[config.mk]
export PLATFORM = sky130hd
export DESIGN_NAME = regfile_wb_scheduler
export DESIGN_NICKNAME = d
export VERILOG_FILES = /design/src/rtl/regfile_wb_scheduler_pkg.sv /design/src/rtl/regfile_wb_scheduler_scoreboard.sv /design/src/rtl/regfile_wb_scheduler.sv
export SDC_FILE = /design/constraint.sdc
export NUM_CORES = 1
export LEC_CHECK = 0
export ABC_AREA = 1
export BUFFER_PORTS_ARGS = -buffer_cell sky130_fd_sc_hd__buf_2
export CAP_MARGIN = 5
export CORE_UTILIZATION = 57
export CTS_CLUSTER_SIZE = 30
export DETAILED_ROUTE_END_ITERATION = 16
export PLACE_DENSITY_LB_ADDON = 0.12
export RECOVER_POWER = 50
export SYNTH_ARGS = -nofsm -noshare
export SYNTH_HDL_FRONTEND = slang
export SYNTH_SLANG_ARGS = --single-unit
export TNS_END_PERCENT = 30
[constraint.sdc]
create_clock -name i_clock -period 3.55 [get_ports i_clock]
set_clock_uncertainty 0.15 [all_clocks]
set_input_delay 1.065 -clock i_clock [delete_from_list [all_inputs] [get_ports i_clock]]
set_output_delay 1.065 -clock i_clock [all_outputs]
set_load 0.02 [all_outputs]
[src/rtl/regfile_wb_scheduler_pkg.sv]
// Shared types and default sizes for the register file writeback scheduler.
package regfile_wb_scheduler_pkg;

  localparam int ADDR_WIDTH_DEF = 5;
  localparam int DATA_WIDTH_DEF = 32;
  localparam int CNT_WIDTH_DEF  = 2;

  // Writeback requester index; also the encoding of the round-robin pointer.
  typedef enum logic {
    REQ_EXU = 1'b0,
    REQ_LSU = 1'b1
  } req_idx_e;

  // Writeback request at default widths, for agents sitting around the block.
  typedef struct packed {
    logic                      wen;
    logic [ADDR_WIDTH_DEF-1:0] waddr;
    logic [DATA_WIDTH_DEF-1:0] wdata;
  } wb_req_t;

endpackage

[src/rtl/regfile_wb_scheduler_scoreboard.sv]
// Per-register pending-write counters and RAW / saturation issue gating.
// The issue side increments the destination's counter, the register file
// write decrements it, and a source with a nonzero counter holds issue.
module regfile_wb_scheduler_scoreboard
  import regfile_wb_scheduler_pkg::*;
#(
  parameter int ADDR_WIDTH = ADDR_WIDTH_DEF,
  parameter int CNT_WIDTH  = CNT_WIDTH_DEF
) (
  input  logic                  i_clock,
  input  logic                  i_reset,
  input  logic                  i_issue_valid,
  input  logic                  i_issue_wen,
  input  logic [ADDR_WIDTH-1:0] i_issue_rd,
  input  logic [ADDR_WIDTH-1:0] i_issue_rs1,
  input  logic [ADDR_WIDTH-1:0] i_issue_rs2,
  output logic                  o_issue_ready,
  input  logic                  i_dec_en,
  input  logic [ADDR_WIDTH-1:0] i_dec_addr
);

  localparam int                   NUM_REGS = 2**ADDR_WIDTH;
  localparam logic [CNT_WIDTH-1:0] CNT_MAX  = '1;

  logic [NUM_REGS-1:0][CNT_WIDTH-1:0] cnt;
  logic [NUM_REGS-1:0][CNT_WIDTH-1:0] cnt_nxt;
  logic                               rs1_busy, rs2_busy, rd_full;
  logic                               inc_en;

  // Hazard check: only registered counter state is used, so a write landing
  // this cycle releases its readers one cycle later (no bypass).
  always_comb begin
    rs1_busy      = (i_issue_rs1 != '0) && (cnt[i_issue_rs1] != '0);
    rs2_busy      = (i_issue_rs2 != '0) && (cnt[i_issue_rs2] != '0);
    rd_full       = i_issue_wen && (i_issue_rd != '0) && (cnt[i_issue_rd] == CNT_MAX);
    o_issue_ready = ~(rs1_busy | rs2_busy | rd_full);
    inc_en        = i_issue_valid && o_issue_ready && i_issue_wen && (i_issue_rd != '0);
  end

  // Next counter values; a simultaneous increment and decrement cancel.
  always_comb begin
    cnt_nxt = cnt;
    for (int r = 0; r < NUM_REGS; r++) begin
      logic inc_hit, dec_hit;
      inc_hit = inc_en   && (i_issue_rd == ADDR_WIDTH'(r));
      dec_hit = i_dec_en && (i_dec_addr == ADDR_WIDTH'(r));
      if (inc_hit && !dec_hit && (cnt[r] != CNT_MAX))
        cnt_nxt[r] = cnt[r] + 1'b1;
      else if (dec_hit && !inc_hit && (cnt[r] != '0))
        cnt_nxt[r] = cnt[r] - 1'b1;
    end
  end

  // Counter array register.
  always_ff @(posedge i_clock) begin
    if (i_reset) cnt <= '0;
    else         cnt <= cnt_nxt;
  end

  // A write retiring a register with nothing pending means the requesters
  // broke protocol; the counter is clamped at zero above.
  always_ff @(posedge i_clock) begin
    if (!i_reset && i_dec_en)
      assert (cnt[i_dec_addr] != '0)
        else $error("scoreboard underflow on x%0d", i_dec_addr);
  end

endmodule

[src/rtl/regfile_wb_scheduler.sv]
// Round-robin share of the register file write port between EXU and LSU
// writeback, a one-entry registered write stage, and the pending-write
// scoreboard that gates instruction issue.
module regfile_wb_scheduler
  import regfile_wb_scheduler_pkg::*;
#(
  parameter int ADDR_WIDTH = ADDR_WIDTH_DEF,
  parameter int DATA_WIDTH = DATA_WIDTH_DEF,
  parameter int CNT_WIDTH  = CNT_WIDTH_DEF
) (
  input  logic                  i_clock,
  input  logic                  i_reset,
  input  logic                  i_exu_valid,
  output logic                  o_exu_ready,
  input  logic                  i_exu_wen,
  input  logic [ADDR_WIDTH-1:0] i_exu_waddr,
  input  logic [DATA_WIDTH-1:0] i_exu_wdata,
  input  logic                  i_lsu_valid,
  output logic                  o_lsu_ready,
  input  logic                  i_lsu_wen,
  input  logic [ADDR_WIDTH-1:0] i_lsu_waddr,
  input  logic [DATA_WIDTH-1:0] i_lsu_wdata,
  input  logic                  i_issue_valid,
  output logic                  o_issue_ready,
  input  logic                  i_issue_wen,
  input  logic [ADDR_WIDTH-1:0] i_issue_rd,
  input  logic [ADDR_WIDTH-1:0] i_issue_rs1,
  input  logic [ADDR_WIDTH-1:0] i_issue_rs2,
  output logic                  o_rf_valid,
  output logic                  o_rf_wen,
  output logic [ADDR_WIDTH-1:0] o_rf_waddr,
  output logic [DATA_WIDTH-1:0] o_rf_wdata
);

  // Same layout as wb_req_t, sized by this instance's parameters.
  typedef struct packed {
    logic                  wen;
    logic [ADDR_WIDTH-1:0] waddr;
    logic [DATA_WIDTH-1:0] wdata;
  } req_t;

  req_t     exu_req, lsu_req, win_req;
  req_idx_e rr_ptr;
  logic     contested, exu_gnt, lsu_gnt, accept;

  assign exu_req = '{wen: i_exu_wen, waddr: i_exu_waddr, wdata: i_exu_wdata};
  assign lsu_req = '{wen: i_lsu_wen, waddr: i_lsu_waddr, wdata: i_lsu_wdata};

  // Grant: a lone requester always wins; on contention the pointer decides.
  // The write stage drains every cycle, so any request can be accepted.
  always_comb begin
    contested   = i_exu_valid & i_lsu_valid;
    exu_gnt     = i_exu_valid & (~i_lsu_valid | (rr_ptr == REQ_EXU));
    lsu_gnt     = i_lsu_valid & (~i_exu_valid | (rr_ptr == REQ_LSU));
    accept      = exu_gnt | lsu_gnt;
    win_req     = exu_gnt ? exu_req : lsu_req;
    o_exu_ready = exu_gnt;
    o_lsu_ready = lsu_gnt;
  end

  // Round-robin pointer: only a contested grant hands priority to the loser.
  always_ff @(posedge i_clock) begin
    if (i_reset)        rr_ptr <= REQ_EXU;
    else if (contested) rr_ptr <= exu_gnt ? REQ_LSU : REQ_EXU;
  end

  // Write stage: one entry, refilled every cycle. Address/data hold when idle
  // so the register file sees stable values; x0 writes are suppressed here.
  always_ff @(posedge i_clock) begin
    if (i_reset) begin
      o_rf_valid <= 1'b0;
      o_rf_wen   <= 1'b0;
      o_rf_waddr <= '0;
      o_rf_wdata <= '0;
    end else begin
      o_rf_valid <= accept;
      o_rf_wen   <= accept & win_req.wen & (win_req.waddr != '0);
      if (accept) begin
        o_rf_waddr <= win_req.waddr;
        o_rf_wdata <= win_req.wdata;
      end
    end
  end

  // The counter is released at the same edge the register file is written.
  regfile_wb_scheduler_scoreboard #(
    .ADDR_WIDTH (ADDR_WIDTH),
    .CNT_WIDTH  (CNT_WIDTH)
  ) u_scoreboard (
    .i_clock       (i_clock),
    .i_reset       (i_reset),
    .i_issue_valid (i_issue_valid),
    .i_issue_wen   (i_issue_wen),
    .i_issue_rd    (i_issue_rd),
    .i_issue_rs1   (i_issue_rs1),
    .i_issue_rs2   (i_issue_rs2),
    .o_issue_ready (o_issue_ready),
    .i_dec_en      (o_rf_wen),
    .i_dec_addr    (o_rf_waddr)
  );

endmodule

==> results.yml, run 1 <==
synth:
  synth_nets: 1328
  syn_inst: 1230
  synthesis.area_mm2: 0.00723
  ys_types: 33
  ys_seq_area_share_pct: 28.8
  synth.top_cells.by_area: "dfxtp_1, nand2_1, nand3_1"
  ys_seq_elements: 104
  yosys.area.top_type: "dfxtp_1"
  synth.avg_cell_area_um2: 5.88
  yosysWarnings: 0
  synth_top_area_share_pct: 28.8
setup_path:
  criticalPathCategory: "input pin to primary output"
  cp_data_arrival_time_ns: 2.31
  worst_ep_required_time_ns: 2.33
  reg2reg_slack_ns: 0.90
  start_kind: "input pin"
  critPathMaxFanout: 6
  end_kind: "primary output"
die:
  core-area_mm2: 0.0122
  fp.dieW_um: 115
  io_pins: 139
  rows: 40
  die_h_um: 115
  start_util_pct: 59.2
  die_area_mm2: 0.0131
clock_tree:
  clkTransAtPathRegs_ns: 0.07
  cts_tree: "done"
  cts_hold_buf: 0
  cts_buffer_depth: 2
  h-tree-depth: 3
  cts_sinks: 104
  clk_latency_ns: 0.37
  numCtsBuffers: 9
  cts_root_buf: "clkbuf_16"
sta:
  max_slew.worst_pin.slew_ns: 1.30
  layout_min_cycle_time_ns: 3.52
  finalSetupViolCount: 0
  rsz0062_at_grt: "yes"
  maxSlewHeadroom_pct: 13.0
  hold_viol: 0
  maxSlewViolCount: 0
  clock.fmax_mhz: 284
  worst_slack_ns: 0.0264
  period_share_pct: 99.3
power_and_ir_drop:
  ir_drop_mv: 0.336
  p_per_area_mw_per_mm2: 335
  p_leak_nw: 3.77
route:
  wl_per_cell_um: 16.0
  drtIter0Drc: 930
  avgViaCountPerCell: 5.81
  antenna_left: 0
  detail_route.first_pass.iterations: 9
  drc: 0
  vias: 8992
  wirelength_um: 24800
global_routing:
  grt_pass1_vias: 8008
  grt_remaining_overflow: 0
  grt_max_degree: 45
  antenna_found_initial: 0
  grt_pass1_wl_um: 38800
  grtUsageTotal_pct: 38.0
final_layout:
  drive_gt1_share_pct: 16.3
  postLayoutCellArea_mm2: 0.00879
  fin_nets: 1472
  diodes: 0
  finish.utilization_pct: 72.0
  area_growth_pct: 21.5
  fin_cells: 1547
placed_design:
  io_buffers: 138
  place_inst: 1522
  placed_area_mm2: 0.00825
  hpwl_um: 17700
  place_congestion: 0.990
  post-place-ws_ns: -0.155
run:
  max-cap-violations: 0
worst_hold_path:
  hold_class: "flip-flop to flip-flop"
status:
  status: "completed"
## cell usage after synthesis, drive strengths merged
cell	number
a211oi	1
a21oi	63
a31oi	50
buf	27
clkbuf	26
clkinv	3
dfxtp	104
ha	1
inv	131
mux2i	5
nand2	436
nand3	116
nand3b	19
nand4	44
nor2	129
nor3	33
nor4	1
o211ai	4
o21ai	32
o22ai	1
o31ai	1
or2	3
## logic make-up (layout without fill, tap and decap cells)
kind of cell	after synthesis	after routing	share of synthesized area, %
flip-flops	104	104	28.8
multiplexers	5	5	0.692
AO/OA/AOI/OAI	152	152	11.7
buffers and inverters	187	336	10.5
AND/OR/NAND/NOR	781	781	48.2
adder cells (fa/ha/maj)	1	1	0.173
## timing repair
action                                  in CTS  in global routing
endpoints found under the setup margin       1                  1
pin swaps                                    4                 25
buffers inserted                             1                  4
resized for setup                           24                 33
cloned                                       1                  3
## critical path, cell delays in order
cell and delay (ns):
buf_12 0.13, buf_12 0.13, buf_4 0.12, o21ai_0 0.15, nand2_1 0.06, nand2_1 0.05, nand2_1 0.05, nand2_1 0.07
o21ai_1 0.07, nand2_1 0.09, nand3_2 0.07, nand2_2 0.09, inv_2 0.04, buf_6 0.12
## report_power, final
group	total [mW]	switching, mW	internal, mW	leakage [nW]
clock	1.15	0.505	0.650	0.166
sequential	1.23	0.0273	1.20	0.847
combinational	0.559	0.370	0.189	2.76
## cell type report
type                       count  area (µm²)
clock buffer                  10         239
clock inverter                 6        97.6
multi-input combinational    939        4440
tap                          168         210
timing repair buffer         186        1200
fill                        1148        3420
inverter                     134         515
sequential                   104        2080
## flip-flops by register name (all words and copies together) (netlist names)
register and flops:
o_rf_valid 1, o_rf_waddr 5, o_rf_wdata 32, o_rf_wen 1, rr_ptr 1, u_scoreboard.cnt 64
## layer usage
layer	up-vias	track usage, %	share of wire, %
met5	-	0	0
met3	107	9.90	11
met4	0	19.2	4.6
li1	4306	-	-
met1	3994	45.5	39
met2	585	62.8	45
## placed cells by master, fill, tap and decap left out, types with 6 or more instances in the layout
cell / n
a21oi_1: 62
a31oi_1: 50
buf_12: 8
buf_2: 91
buf_4: 34
buf_6: 6
clkbuf_1: 42
clkbuf_16: 12
dfxtp_1: 104
inv_1: 122
nand2_1: 425
nand2_2: 10
nand3_1: 103
nand3_2: 13
nand3b_2: 18
nand4_1: 44
nor2_1: 122
nor3_1: 33
o21ai_0: 21
o21ai_1: 8
## final timing paths
check | start | to | cells past startpoint
setup / recovery | i_issue_rd[0] | o_issue_ready | 14
hold / removal | u_scoreboard.cnt[63]$_SDFFE_PP0P_ | u_scoreboard.cnt[63]$_SDFFE_PP0P_ | 2
setup reg to reg | u_scoreboard.cnt[30]$_SDFFE_PP0P_ | u_scoreboard.cnt[41]$_SDFFE_PP0P_ | 14
hold reg to reg | u_scoreboard.cnt[63]$_SDFFE_PP0P_ | u_scoreboard.cnt[63]$_SDFFE_PP0P_ | 2
## through the flow
step	hold WS [ns]	power, mW	TNS, ns
6_report	0.322	2.94	0
5_1_grt	0.342	3.03	-0.0581
4_1_cts	0.317	2.92	0
3_5_place_dp	0.305	1.77	-0.155
3_3_place_gp	0.300	1.77	-0.142
2_1_floorplan	0.289	1.56	0
Note: power is estimated with default switching activity, not from simulation.
==> run 2: changes to the inputs <==
Settings changed: REMOVE_ABC_BUFFERS set to 1.
==> results.yml, run 2 (same netlist as run 1, synthesis figures left out) <==
die:
  die_area_mm2: 0.0131
  die_h_um: 115
  io_pins: 139
  rows: 40
  core-area_mm2: 0.0122
  fp.dieW_um: 115
  start_util_pct: 59.2
route:
  wirelength_um: 24500
  drtIter0Drc: 931
  vias: 8979
  avgViaCountPerCell: 5.82
  antenna_left: 0
  drc: 0
  detail_route.first_pass.iterations: 5
  wl_per_cell_um: 15.9
clock_tree:
  cts_buffer_depth: 2
  clkTransAtPathRegs_ns: 0.08
  clk_latency_ns: 0.37
  h-tree-depth: 3
  cts_root_buf: "clkbuf_16"
  cts_hold_buf: 0
  cts_tree: "done"
  cts_sinks: 104
  numCtsBuffers: 9
global_routing:
  grt_max_degree: 45
  grtUsageTotal_pct: 36.8
  grt_pass1_vias: 7719
  grt_pass1_wl_um: 37800
  antenna_found_initial: 0
  grt_remaining_overflow: 0
power_and_ir_drop:
  p_leak_nw: 3.76
  p_per_area_mw_per_mm2: 333
  ir_drop_mv: 0.357
setup_path:
  worst_ep_required_time_ns: 2.33
  crit_path_start: "i_issue_rd[0]"
  end_kind: "primary output"
  cp_slowest_cell: "o21ai_1"
  start_kind: "input pin"
  cp_data_arrival_time_ns: 2.31
  crit_top_cell: "nand2_1"
  critPathMaxStageDelay_ns: 0.18
  r2r-end: "u_scoreboard.cnt[58]$_SDFFE_PP0P_"
  regToRegStartpoint: "u_scoreboard.cnt[24]$_SDFFE_PP0P_"
  cp.depth: 15
  path_buf_inv: 5
  critPathTopFamily: "simple AND/OR/NAND/NOR gates"
  criticalPathCategory: "input pin to primary output"
  endpoint: "o_issue_ready"
  reg2reg_depth: 17
  critPathMaxFanout: 7
  crit_path_cell_trace: "buf_12 -> inv_8 -> buf_8 -> nand2_1 -> nand2_1 -> nand2_1 -> nand2_1 -> nand2_1 -> nand2_1 -> o21ai_1 -> nand2_1 -> nand3_2 -> nand2_2 -> inv_2 -> buf_6"
  reg2reg_slack_ns: 0.88
final_layout:
  final_cell_mix: "nand2_1, inv_1, nor2_1"
  fin_nets: 1467
  largest_reg_flops: 64
  drive_gt1_share_pct: 16.3
  largest_registers: "u_scoreboard.cnt (64), o_rf_wdata (32), o_rf_waddr (5)"
  regMostFlops: "u_scoreboard.cnt"
  postLayoutCellArea_mm2: 0.00882
  diodes: 0
  area_growth_pct: 21.9
  final_common_cell: "nand2_1"
placed_design:
  post-place-ws_ns: -0.117
  io_buffers: 138
  placed_area_mm2: 0.00819
  hpwl_um: 17100
  place_congestion: 0.988
sta:
  maxSlewHeadroom_pct: 6.37
  max_slew.worst_pin.slew_ns: 1.40
  maxSlewViolCount: 0
  layout_min_cycle_time_ns: 3.53
  clock.fmax_mhz: 283
  worst_slack_ns: 0.0203
  rsz0062_at_grt: "yes"
  finalSetupViolCount: 0
  hold_viol: 0
  period_share_pct: 99.4
worst_hold_path:
  hold_class: "flip-flop to flip-flop"
status:
  status: "completed"
run:
  max-cap-violations: 0
[run 2: cell count changes in the layout (fill, tap and decap cells not counted), moves of 2 or more]
cell       previous run  this run
o21ai_0              21        12
o21ai_1               8        17
buf_4                34        26
buf_8                 0         6
buf_12                8         4
clkbuf_16            12        15
inv_8                 1         4
inv_4                 3         1
[run 2: where the power goes]
part | switching (mW) | internal [mW] | total, mW | leakage, nW
Sequential | 0.0250 | 1.20 | 1.23 | 0.847
Combinational | 0.368 | 0.190 | 0.558 | 2.75
Clock | 0.503 | 0.649 | 1.15 | 0.163
[run 2: tightest hold or removal path, delay by kind of cell, from the launching register on]
family                 cells  cell delay, ns
AOI/OAI and AO/OA          1            0.05
DFF                        1            0.33
buffers and inverters      1            0.05
[run 2: timing repair]
action,in CTS,in global routing
endpoints found under the setup margin,1,1
setup buffers,0,1
gates cloned,0,6
gates resized for setup,14,70
pin swaps,0,24
[run 2: layout make-up]
class	count	area, µm²
Tap cell	168	210
Sequential cell	104	2080
Clock buffer	10	239
Timing Repair Buffer	181	1200
Inverter	134	531
Multi-Input combinational cell	939	4460
Fill cell	1116	3390
Clock inverter	6	98.8
[run 2: per-stage QoR]
step	hold WS [ns]	setup TNS [ns]	std cells	utilization [%]	power (mW)
final	0.322	0	1542	72.2	2.94
after CTS	0.317	0	1535	70.0	2.90
after detailed placement	0.305	-0.117	1519	67.0	1.76
after global placement	0.303	-0.138	1519	67.0	1.76
after global routing	0.337	-0.0633	1542	72.2	3.03
after floorplan	0.289	-0.134	1177	-	1.51
[run 2: how the worst min path moves through the flow]
stage / slack (ns) / startpoint / depth (start not counted) / to
floorplan: 0.29 / u_scoreboard.cnt[37]$_SDFFE_PP0P_ / 2 / u_scoreboard.cnt[37]$_SDFFE_PP0P_
global placement: 0.30 / u_scoreboard.cnt[37]$_SDFFE_PP0P_ / 2 / u_scoreboard.cnt[37]$_SDFFE_PP0P_
detailed placement: 0.30 / u_scoreboard.cnt[37]$_SDFFE_PP0P_ / 2 / u_scoreboard.cnt[37]$_SDFFE_PP0P_
CTS: 0.32 / u_scoreboard.cnt[37]$_SDFFE_PP0P_ / 2 / u_scoreboard.cnt[37]$_SDFFE_PP0P_
global route: 0.34 / u_scoreboard.cnt[63]$_SDFFE_PP0P_ / 2 / u_scoreboard.cnt[63]$_SDFFE_PP0P_
finish: 0.32 / u_scoreboard.cnt[37]$_SDFFE_PP0P_ / 2 / u_scoreboard.cnt[37]$_SDFFE_PP0P_
[run 2: metal layers]
metal,routed length [µm],track usage (%)
met1,9590,46.7
met2,10800,58.6
met3,2780,8.31
met4,1280,19.0
met5,0,0
==> run 3: changes to the inputs <==
Settings changed: ABC_AREA 1 to 0.
==> results.yml, run 3 <==
status:
  status: "finished, violations left"
  failed_checks: "max-capacitance violations, max-slew violations, negative setup slack"
global_routing:
  grt_remaining_overflow: 0
  grtUsageTotal_pct: 34.0
  grt_max_degree: 105
  grt_pass1_vias: 7122
  grt_pass1_wl_um: 35400
  antenna_found_initial: 0
final_layout:
  register_area_mm2: 0.00208
  regMostFlops: "u_scoreboard.cnt"
  final_cell_mix: "nor2_1, dfxtp_1, buf_2"
  fin_nets: 1173
  fill_cells: 1001
  largest_registers: "u_scoreboard.cnt (64), o_rf_wdata (32), o_rf_waddr (5)"
  multi_input_area_mm2: 0.00500
  largest_reg_flops: 64
  area_growth_pct: 23.1
  finish.utilization_pct: 73.4
  drive_gt1_share_pct: 27.9
  final_common_cell: "nor2_1"
  diodes: 0
route:
  drc: 0
  detail_route.first_pass.iterations: 6
  wl_per_cell_um: 17.7
  drtIter0Drc: 674
  antenna_left: 0
  avgViaCountPerCell: 6.20
  vias: 7741
  wirelength_um: 22100
sta:
  worst_slack_ns: -0.235
  finalSetupViolCount: 2
  layout_min_cycle_time_ns: 3.79
  maxSlewHeadroom_pct: -47.3
  maxSlewViolCount: 105
  max_slew.worst_pin.slew_ns: 2.21
  clock.fmax_mhz: 264
  period_share_pct: 107
  hold_viol: 0
  rsz0062_at_grt: "yes"
power_and_ir_drop:
  ir_drop_mv: 0.347
  power_mw: 2.85
  p_leak_nw: 3.12
  p_per_area_mw_per_mm2: 318
die:
  die_area_mm2: 0.0132
  rows: 40
  fp.dieW_um: 115
  start_util_pct: 59.6
  core-area_mm2: 0.0122
  die_h_um: 115
  io_pins: 139
setup_path:
  end_kind: "primary output"
  endpoint: "o_issue_ready"
  start_kind: "input pin"
  r2r-end: "u_scoreboard.cnt[40]$_SDFFE_PP0P_"
  reg2reg_depth: 11
  worst_ep_required_time_ns: 2.33
  regToRegStartpoint: "u_scoreboard.cnt[51]$_SDFFE_PP0P_"
  cp_data_arrival_time_ns: 2.57
  criticalPathCategory: "input pin to primary output"
  critPathMaxFanout: 5
  crit_path_start: "i_issue_rd[1]"
  reg2reg_slack_ns: 0.44
clock_tree:
  clkTransAtPathRegs_ns: 0.07
  clk_latency_ns: 0.36
  cts_buffer_depth: 2
  numCtsBuffers: 9
  cts_sinks: 104
  h-tree-depth: 3
  cts_tree: "done"
  cts_root_buf: "clkbuf_16"
placed_design:
  io_buffers: 138
  hpwl_um: 16000
  place_congestion: 0.928
synth:
  ys_types: 68
  synth.top_cells.by_area: "dfxtp_1, nor2_1, mux4_2"
  yosysMostFrequentCell: "nor2_1"
  yosys.area.top_type: "dfxtp_1"
  synth.avg_cell_area_um2: 8.04
  synth_top_area_share_pct: 28.6
  ys_seq_elements: 104
  synthesis.area_mm2: 0.00728
  ys_top_cells_by_count: "nor2_1, dfxtp_1, nand2_1"
  synth_edf_count: 0
  yosysWarnings: 0
  synth-async-reset-ratio_pct: 0
  synth_top_flop_cell: "dfxtp_1"
  syn_inst: 906
  ys_seq_area_share_pct: 28.6
run:
  max-cap-violations: 1
worst_hold_path:
  hold_class: "flip-flop to flip-flop"
  min_path_cells: 2
## run 3: cell types whose count changed after synthesis, moves of 39 or more
cell,change
nand2_1,-381
inv_1,-112
nand3_1,-74
nor4_1,+41
a31oi_1,-39
nor3b_1,+39
## run 3: how the worst min path moves through the flow
stage / slack, ns / start / end
CTS: 0.37 / u_scoreboard.cnt[35]$_SDFFE_PP0P_ / u_scoreboard.cnt[35]$_SDFFE_PP0P_
detailed placement: 0.35 / u_scoreboard.cnt[35]$_SDFFE_PP0P_ / u_scoreboard.cnt[35]$_SDFFE_PP0P_
finish: 0.37 / u_scoreboard.cnt[19]$_SDFFE_PP0P_ / u_scoreboard.cnt[19]$_SDFFE_PP0P_
global placement: 0.35 / u_scoreboard.cnt[35]$_SDFFE_PP0P_ / u_scoreboard.cnt[35]$_SDFFE_PP0P_
global route: 0.39 / u_scoreboard.cnt[19]$_SDFFE_PP0P_ / u_scoreboard.cnt[19]$_SDFFE_PP0P_
floorplan: 0.31 / u_scoreboard.cnt[35]$_SDFFE_PP0P_ / u_scoreboard.cnt[35]$_SDFFE_PP0P_
## run 3: logic make-up after synthesis
| family | count (synthesis) | synth area share (%) |
|---|---|---|
| AOI/OAI and AO/OA | 192 | 18.2 |
| xor gates and xnor gates | 5 | 0.601 |
| adders and majority gates | 1 | 0.172 |
| buffers and inverters | 78 | 4.69 |
| DFF | 104 | 28.6 |
| muxes | 64 | 12.5 |
| and+or+nand+nor | 462 | 35.2 |
## run 3: repair_timing
item                                    CTS  global route
resized for setup                        17            23
hold buffers                              0             0
gates cloned                              0             0
endpoints found under the setup margin    2            23
pin swaps                                 5             7
buffers inserted                          2             6
hold endpoints to repair                  0             0
## run 3: per-stage QoR
stage / std cells / hold WS [ns] / area [µm²] / setup slack (ns) / setup TNS (ns)
after global placement: 1224 / 0.348 / 8490 / -0.336 / -10.83
after detailed placement: 1224 / 0.350 / 8490 / -0.382 / -13.55
after CTS: 1242 / 0.365 / 8860 / -0.197 / -0.197
final: 1248 / 0.369 / 8960 / -0.235 / -0.236
after floorplan: 845 / 0.313 / 7000 / -2.30 / -93.12
after global routing: 1248 / 0.389 / 8960 / -0.289 / -0.981
## run 3: area by class of cell
type / instances / share of cell area (%)
clock buffer: 11 / 2.82
clock inverter: 5 / 0.503
inverter: 17 / 0.851
multi-input combinational: 724 / 55.8
sequential: 104 / 23.2
tap: 168 / 2.35
timing repair buffer: 219 / 14.5
## run 3: routing by layer
layer / vias to the layer above / track usage [%] / routed length [µm]
met5: - / 0 / 0
met4: 0 / 13.0 / 628
met3: 50 / 9.44 / 2180
met2: 396 / 54.1 / 10100
met1: 3556 / 44.0 / 9230
li1: 3739 / - / -
## run 3: worst max-delay path, stage by stage
cell	delay [ns]
buf_12	0.09
mux4_2	0.50
mux2_4	0.29
nand4_4	0.07
o31a_2	0.16
nand2b_1	0.08
a21oi_2	0.17
buf_6	0.13
## run 3: where the power goes
part	switching [mW]	leakage [nW]	internal [mW]	total, mW
clock	0.479	0.150	0.527	1.01
sequential	0.0335	0.848	1.21	1.24
combinational	0.363	2.12	0.243	0.606
total	0.875	3.12	1.98	2.85
